### config.mk
export PLATFORM = sky130hd
export DESIGN_NAME = dbg_run_ctrl
export DESIGN_NICKNAME = d
export VERILOG_FILES = /design/src/rtl/dbg_run_ctrl.sv
export SDC_FILE = /design/constraint.sdc
export NUM_CORES = 1
export LEC_CHECK = 0
export ABC_AREA = 0
export BUFFER_PORTS_ARGS = -buffer_cell sky130_fd_sc_hd__clkbuf_2
export CELL_PAD_IN_SITES_DETAIL_PLACEMENT = 0
export CELL_PAD_IN_SITES_GLOBAL_PLACEMENT = 1
export CORE_ASPECT_RATIO = 2
export CORE_MARGIN = 2
export CORE_UTILIZATION = 43
export DETAILED_ROUTE_END_ITERATION = 8
export PLACE_DENSITY = 0.85
export SYNTH_ARGS = -nofsm -noshare
export SYNTH_HDL_FRONTEND = slang
export SYNTH_SLANG_ARGS = --single-unit
export TNS_END_PERCENT = 10
### constraint.sdc
create_clock -name i_clk -period 3.1 [get_ports i_clk]
set_input_delay 0.62 -clock i_clk [delete_from_list [all_inputs] [get_ports i_clk]]
set_output_delay 0.62 -clock i_clk [all_outputs]
set_load 0.02 [all_outputs]
### src/rtl/dbg_run_ctrl.sv
// dbg_run_ctrl: run control and profiling unit sitting between the serial
// debug unit and the multicycle CPU. Instead of a free-running clock it drives
// a CPU clock enable. Host commands can run, halt, single-step or N-step the
// CPU. It also has NUM_BP PC breakpoints and saturating cycle and instruction
// counters.
//
// Ports:
//   i_clk, i_rst        clock, synchronous active-high reset
//   i_cmd_valid         command strobe (always accepted, o_cmd_ready = 1)
//   i_cmd_op            0 NOP,1 RUN,2 STEP_N,3 HALT,4 SET_BP,5 CLR_BP,
//                       6 CLR_CNT,7 CLR_ALL_BP
//   i_cmd_idx           breakpoint index for SET_BP / CLR_BP
//   i_cmd_data          breakpoint address (SET_BP) or step count (STEP_N)
//   i_pc_chk, i_fetch   PC of the next instruction, valid in CPU fetch state
//   o_cpu_ce            CPU clock enable
//   o_halted            unit is in HALT
//   o_halt_cause        0 RESET, 1 HOST, 2 BREAKPOINT, 3 STEP_DONE
//   o_bp_hit_idx        breakpoint responsible for the last breakpoint halt
//   o_cycles, o_instrs  saturating counts of enabled cycles / executed fetches
module dbg_run_ctrl #(
    parameter  int PC_W   = 32,
    parameter  int NUM_BP = 4,
    parameter  int CNT_W  = 32,
    localparam int IDX_W  = (NUM_BP > 1) ? $clog2(NUM_BP) : 1
) (
    input  logic             i_clk,
    input  logic             i_rst,
    input  logic             i_cmd_valid,
    output logic             o_cmd_ready,
    input  logic [2:0]       i_cmd_op,
    input  logic [IDX_W-1:0] i_cmd_idx,
    input  logic [PC_W-1:0]  i_cmd_data,
    input  logic [PC_W-1:0]  i_pc_chk,
    input  logic             i_fetch,
    output logic             o_cpu_ce,
    output logic             o_halted,
    output logic [1:0]       o_halt_cause,
    output logic [IDX_W-1:0] o_bp_hit_idx,
    output logic [CNT_W-1:0] o_cycles,
    output logic [CNT_W-1:0] o_instrs
);

    localparam logic [2:0] OP_RUN     = 3'd1;
    localparam logic [2:0] OP_STEP_N  = 3'd2;
    localparam logic [2:0] OP_HALT    = 3'd3;
    localparam logic [2:0] OP_SET_BP  = 3'd4;
    localparam logic [2:0] OP_CLR_BP  = 3'd5;
    localparam logic [2:0] OP_CLR_CNT = 3'd6;
    localparam logic [2:0] OP_CLR_ALL = 3'd7;

    localparam logic [1:0] CAUSE_RESET = 2'd0;
    localparam logic [1:0] CAUSE_HOST  = 2'd1;
    localparam logic [1:0] CAUSE_BP    = 2'd2;
    localparam logic [1:0] CAUSE_STEP  = 2'd3;

    typedef enum logic [1:0] {ST_HALT = 2'd0, ST_RUN = 2'd1, ST_STEP = 2'd2} state_t;

    state_t                        r_state, w_state_nxt;
    logic [1:0]                    r_cause, w_cause_nxt;
    logic [IDX_W-1:0]              r_hit_idx, w_hit_idx_nxt;
    logic [NUM_BP-1:0]             r_bp_en;
    logic [NUM_BP-1:0][PC_W-1:0]   r_bp_addr;
    logic [PC_W-1:0]               r_remaining;
    logic                          r_skip;
    logic [CNT_W-1:0]              r_cycles, r_instrs;

    logic             w_running, w_bp_any, w_bp_term, w_step_term, w_stop, w_ce, w_go;
    logic [IDX_W-1:0] w_bp_idx;
    logic             w_clr_cnt;

    // Lowest matching index wins: scan downwards so lower indices overwrite.
    always_comb begin
        w_bp_any = 1'b0;
        w_bp_idx = '0;
        for (int i = NUM_BP - 1; i >= 0; i--) begin
            if (r_bp_en[i] && (r_bp_addr[i] == i_pc_chk)) begin
                w_bp_any = 1'b1;
                w_bp_idx = IDX_W'(i);
            end
        end
    end

    assign w_running   = (r_state == ST_RUN) || (r_state == ST_STEP);
    assign w_bp_term   = i_fetch && w_running && w_bp_any && !r_skip;
    assign w_step_term = i_fetch && (r_state == ST_STEP) && (r_remaining == '0);
    assign w_stop      = w_bp_term || w_step_term;
    // The stopping fetch never executes, so the CPU PC stays on it.
    assign w_ce        = (r_state != ST_HALT) && !w_stop;
    assign w_clr_cnt   = i_cmd_valid && (i_cmd_op == OP_CLR_CNT);

    always_comb begin
        w_state_nxt   = r_state;
        w_cause_nxt   = r_cause;
        w_hit_idx_nxt = r_hit_idx;
        w_go          = 1'b0;
        case (r_state)
            ST_HALT: begin
                if (i_cmd_valid && i_cmd_op == OP_RUN) begin
                    w_state_nxt = ST_RUN;
                    w_go        = 1'b1;
                end else if (i_cmd_valid && i_cmd_op == OP_STEP_N) begin
                    w_state_nxt = ST_STEP;
                    w_go        = 1'b1;
                end
            end
            default: begin
                // A stop outranks a same-cycle HALT command for the cause.
                if (w_stop) begin
                    w_state_nxt = ST_HALT;
                    if (w_bp_term) begin
                        w_cause_nxt   = CAUSE_BP;
                        w_hit_idx_nxt = w_bp_idx;
                    end else begin
                        w_cause_nxt = CAUSE_STEP;
                    end
                end else if (i_cmd_valid && i_cmd_op == OP_HALT) begin
                    w_state_nxt = ST_HALT;
                    w_cause_nxt = CAUSE_HOST;
                end
            end
        endcase
    end

    always_ff @(posedge i_clk) begin
        if (i_rst) begin
            r_state     <= ST_HALT;
            r_cause     <= CAUSE_RESET;
            r_hit_idx   <= '0;
            r_bp_en     <= '0;
            r_bp_addr   <= '0;
            r_remaining <= '0;
            r_skip      <= 1'b0;
            r_cycles    <= '0;
            r_instrs    <= '0;
        end else begin
            r_state   <= w_state_nxt;
            r_cause   <= w_cause_nxt;
            r_hit_idx <= w_hit_idx_nxt;

            // Resuming from a breakpoint must execute the instruction it stopped on.
            if (w_go)
                r_skip <= 1'b1;
            else if (i_fetch && w_ce)
                r_skip <= 1'b0;

            // An executing fetch in STEP implies remaining != 0, so no underflow.
            if (w_go && i_cmd_op == OP_STEP_N)
                r_remaining <= (i_cmd_data == '0) ? PC_W'(1) : i_cmd_data;
            else if (r_state == ST_STEP && i_fetch && w_ce)
                r_remaining <= r_remaining - PC_W'(1);

            if (i_cmd_valid) begin
                case (i_cmd_op)
                    OP_SET_BP: begin
                        r_bp_en[i_cmd_idx]   <= 1'b1;
                        r_bp_addr[i_cmd_idx] <= i_cmd_data;
                    end
                    OP_CLR_BP:  r_bp_en[i_cmd_idx] <= 1'b0;
                    OP_CLR_ALL: r_bp_en <= '0;
                    default: ;
                endcase
            end

            if (w_clr_cnt)
                r_cycles <= '0;
            else if (w_ce && r_cycles != {CNT_W{1'b1}})
                r_cycles <= r_cycles + CNT_W'(1);

            if (w_clr_cnt)
                r_instrs <= '0;
            else if (w_ce && i_fetch && r_instrs != {CNT_W{1'b1}})
                r_instrs <= r_instrs + CNT_W'(1);
        end
    end

    assign o_cmd_ready  = 1'b1;
    assign o_cpu_ce     = w_ce;
    assign o_halted     = (r_state == ST_HALT);
    assign o_halt_cause = r_cause;
    assign o_bp_hit_idx = r_hit_idx;
    assign o_cycles     = r_cycles;
    assign o_instrs     = r_instrs;

endmodule
* Yosys cells after proc, flatten, opt, wreduce, memory -nomap -nowiden
Index checks and enable logic that the tools add are counted.
Cells by class: reductions and logical operators 39, bitwise logic cells 4, muxes and demuxes 30, $lt $le $gt $ge 2, equal/unequal tests 16, add/subtract/negate cells 3
Operators by type and width (count):
- $bwmux W128 | 1
- $eq A32 B32 Y1 | 4
- $mux W32 | 4
- $add A32 B1 Y32 const B | 2
- $demux W32 S2 | 1
- $logic_not A32 Y1 | 2
- $ne A32 B32 Y1 const B | 2
- $sub A32 B1 Y32 const B | 1
- $mux W2 | 11
- $logic_and A1 B1 Y1 | 20
- $eq A3 B3 Y1 const B | 4
- $pmux W4 S3 | 1
- $mux W1 | 11
- $reduce_and A2 Y1 | 4
- $reduce_bool A2 Y1 | 4
- $eq A3 B2 Y1 const B | 2
- $reduce_bool A3 Y1 | 2
- $and A4 B4 Y4 | 1
- $not A4 Y4 | 1
- $or A4 B4 Y4 | 1
- $eq A3 B1 Y1 const B | 1
- $lt A2 B3 Y1 const B | 1
- $ne A3 B1 Y1 const B | 1
- $reduce_and A3 Y1 | 1
- other kinds (9) | 11
Storage, ports and cells: input bits 73, bits in registers 235

* Longest topological paths before layout
depth in word-level cells 14, mapped depth 13

* Least setup slack after synthesis
Ideal clock, no wire load.
kind input-to-output, start point in i_pc_chk[6], end point out o_cpu_ce, required time 2.480 ns, stages on the path 8, buffers on the path 1, setup slack 0.303 ns, arrival 2.177 ns, path through buf_2 -> xor2_1 -> nor4_1 -> nand4_1 -> nor3_1 -> o41ai_4 -> nand2_1 -> inv_1
On the way: longest elaborated chain between the ends 11
RTL lines:
- start: declaration | RTL line 33 | input logic [PC_W-1:0] i_pc_chk,
- $eq A32 B32 Y1 | RTL line 76 | if (r_bp_en[i] && (r_bp_addr[i] == i_pc_chk)) begin
- $logic_and A1 B1 Y1 | RTL line 76
- $mux W1 (3 in a row) | RTL line 76
- $mux W1 (*) | RTL line 76
- $logic_and A1 B1 Y1 (*) (2 in a row) | RTL line 84 | assign w_bp_term = i_fetch && w_running && w_bp_any && !r_skip;
- $logic_or A1 B1 Y1 (*) | RTL line 86 | assign w_stop = w_bp_term || w_step_term;
- $logic_not A1 Y1 (*) | RTL line 88 | assign w_ce = (r_state != ST_HALT) && !w_stop;
- $logic_and A1 B1 Y1 (*) | RTL line 88
- end: declaration | RTL line 35 | output logic o_cpu_ce,
Every way passes the cells marked *; elsewhere a longest branch is shown, timed or not.

* Final worst setup path
start point in i_pc_chk[14], end point out o_cpu_ce
The elaborated chain is that of the path after synthesis.

==> out/metrics.cfg <==
[run_status]
outcome=finished, violations left
violations=negative setup slack

[cts]
cts_tree=done
clock_latency_ns=0.53
clock-root-buffer=clkbuf_16
clk_path_buf_depth=3
clk_pin_slew_worst_paths_ns=0.06
htreeDepth=1
numClockSinks=235
numCtsBuffers=23

[placed_design]
routabilityCongestion=0.917
io_buffers=142
dpl.hpwl_um=31800
place_area_um2=13500
post-place-ws_ns=-0.552

[hold_path]
hold_end=r_bp_addr[6]$_SDFFE_PP0P_
hold_depth=3
worstHoldPathType=in -> reg
holdCritStartpoint=i_cmd_data[6]

[cells_and_area]
layout_commonest_cell=nand2_1
drive_gt1_frac=0.212
postLayoutCoreUtil=0.539
fin_nets=1774
mostFrequentLayoutCells=311 x nand2_1, 233 x dfxtp_1, 177 x a21oi_1
area_growth_pct=23.7
design_area_um2=14500
diodes=0

[sta]
fin_worst_skew_ns=0.0133
min_period_over_period=1.02
whs_ns=0.404
worst_pin_slew_ns=1.05
slew_violations=0
fin_crit_ns=3.15
slew_headroom=0.299
rsz0062_at_grt=true
finalHoldViolations=0
clock.fmax_mhz=317
setup_viol=1
setup_slack_ns=-0.0526

[synthesis]
synthMuxAreaShare=0.00512
yosysWarnings=0
postSynth.asyncResetShare=0
postSynthCellCount=1481
yosys.area_share.adder=0.00640
synth_top_family_by_area=simple AND/OR/NAND/NOR gates
synth_compound_area_frac=0.149
syn-num-nets=1560
synth_top_area_share=0.401
synth-seq-area-share=0.401
syn_avg_cell_area_um2=7.92
ys_types=65
synth_area_um2=11700
synth_ff_type=dfxtp_1
synthSimpleGateAreaFrac=0.273
synth_xor_area_frac=0.128
yosysTopAreaCell=dfxtp_1
synth_edf_count=0
synth_seq_cells=235
synth_area_leaders=dfxtp_1 40%, nand2_1 10%, xor2_1 8.4%

[setup_path]
r2r_setup_slack_ns=0.09
path_delay_family=simple AND/OR/NAND/NOR gates
critPathBufInv=5
crit_path_start_kind=primary input
crit_arrival_ns=2.53
reg2reg_to=o_cycles[20]$_SDFFE_PP0P_
endpoint_kind=output pin
setup.worst_path.class=in -> out
cp_max_fo=4
cpMaxStageDelayCell=nor3_1
worstReg2RegStart=r_bp_addr[98]$_SDFFE_PP0P_
critical-path-max-stage-delay_ns=0.44
cp_cell_sequence=clkbuf_2 > buf_4 > xor2_1 > nor3_1 > nand3_1 > nor4_2 > buf_4 > o41ai_4 > nand2_4 > inv_1 > buf_6
required_ns=2.48
cp_common_cell=buf_4
worstRegToRegCells=13
crit_path_start=i_pc_chk[14]

[grt]
grt_pass1_vias=11369
grt_max_degree=78
grt_first_pass_wirelength_um=64600
grt.overflow.total=0
grt.total_usage=0.294
antenna_found_initial=0

[floorplanning]
die_w_um=121
die_area_um2=28700
design.core.area_um2=26900
ios=144
dieHeight_um=238
num_rows=85
initial_core_util=0.436

[pwr]
pwr-share-comb=0.141
irDropWorstVdd_mv=0.404
netSwitchingFraction=0.267
p_seq_frac=0.434
p_leak_nw=5.67
switchingPower_w=0.00190
cellPowerDensity_nw_per_um2=490
clkPwrFrac=0.425
internal_power_w=0.00521

[routing]
first_pass_iters=5
wirelength_um=42500
drt-initial-drc-count=704
drc=0
ant_nets=0
vias_per_cell=5.59
wl_per_cell_um=20.7
vias=11505

[flow_run]
maxCapViolations=0

[cell usage after synthesis, types with 21 or more instances]
master / n
or3_1: 23
nand4_1: 29
dfxtp_1: 235
inv_1: 21
nand2_1: 312
o21ai_0: 30
nor4_1: 49
a21oi_1: 177
clkbuf_1: 69
nor2_1: 90
xor2_1: 113
nand3_1: 38
nor3_1: 30
xnor2_1: 59
[layout make-up]
cell class              instances  area [um^2]
fillers                      2622        12400
multi-input cells            1140         6740
flip-flops and latches        235         4710
repair buffers                274         1760
clock buffers                  32          679
well taps                     348          435
clock inverters                 8          118
inverters                      21         78.8
[flip-flops by register name (all words and copies together), names as in the netlist]
name          flops
o_cycles         32
r_skip            1
o_bp_hit_idx      2
r_state           2
o_instrs         32
r_bp_en           4
r_bp_addr       128
o_halt_cause      2
r_remaining      32
[metal layers]
metal | GRT usage | part of all wire
met1 | 0.290 | 0.34
met2 | 0.555 | 0.54
met3 | 0.0307 | 0.038
met4 | 0.213 | 0.084
met5 | 0 | 0
[worst min-delay path, cell delays in order]
cell and delay [ns]:
clkbuf_2 0.14, nand2_1 0.07, a21oi_1 0.05
[how the worst max path moves through the flow]
stage	to	slack [ns]	cells after the start
global placement	o_cycles[20]$_SDFFE_PP0P_	-0.56	14
CTS	o_cpu_ce	-0.16	11
floorplan	o_cpu_ce	0.30	8
detailed placement	o_cycles[20]$_SDFFE_PP0P_	-0.55	14
finish	o_cpu_ce	-0.05	11
global route	o_cpu_ce	-0.13	9
[what timing repair did]
action / 4_1_cts / 5_1_grt
endpoints found under the setup margin: 4 / 6
gates resized for setup: 9 / 20
hold buffers: 0 / 0
pin swaps: 6 / 11
buffers inserted: 4 / 1
[metrics by stage]
step / power (W) / instances / TNS, ns
finish: 0.00712 / 2058 / -0.0526
global route: 0.00735 / 2058 / -0.134
CTS: 0.00715 / 2059 / -0.165
detailed placement: 0.00413 / 2016 / -17.44
global placement: 0.00412 / 2016 / -20.15
floorplan: 0.00370 / 1481 / 0
[logic make-up (layout without fill, tap and decap cells)]
logic type | Yosys count | in the layout
AOI/OAI and AO/OA | 291 | 291
xor gates and xnor gates | 172 | 172
adders and majority gates | 6 | 6
buffers and inverters | 106 | 335
DFF | 235 | 235
muxes | 6 | 6
other | 1 | 1
and+or+nand+nor | 664 | 664
[power by group through the flow]
stage               combinational [W]  clock [W]  sequential (W)
floorplan                    0.000544          0         0.00315
global placement             0.000962          0         0.00316
detailed placement           0.000971          0         0.00316
CTS                          0.000985    0.00307         0.00309
global route                  0.00108    0.00318         0.00309
finish                        0.00100    0.00302         0.00309
No activity file was read; power rests on OpenSTA's default activity.
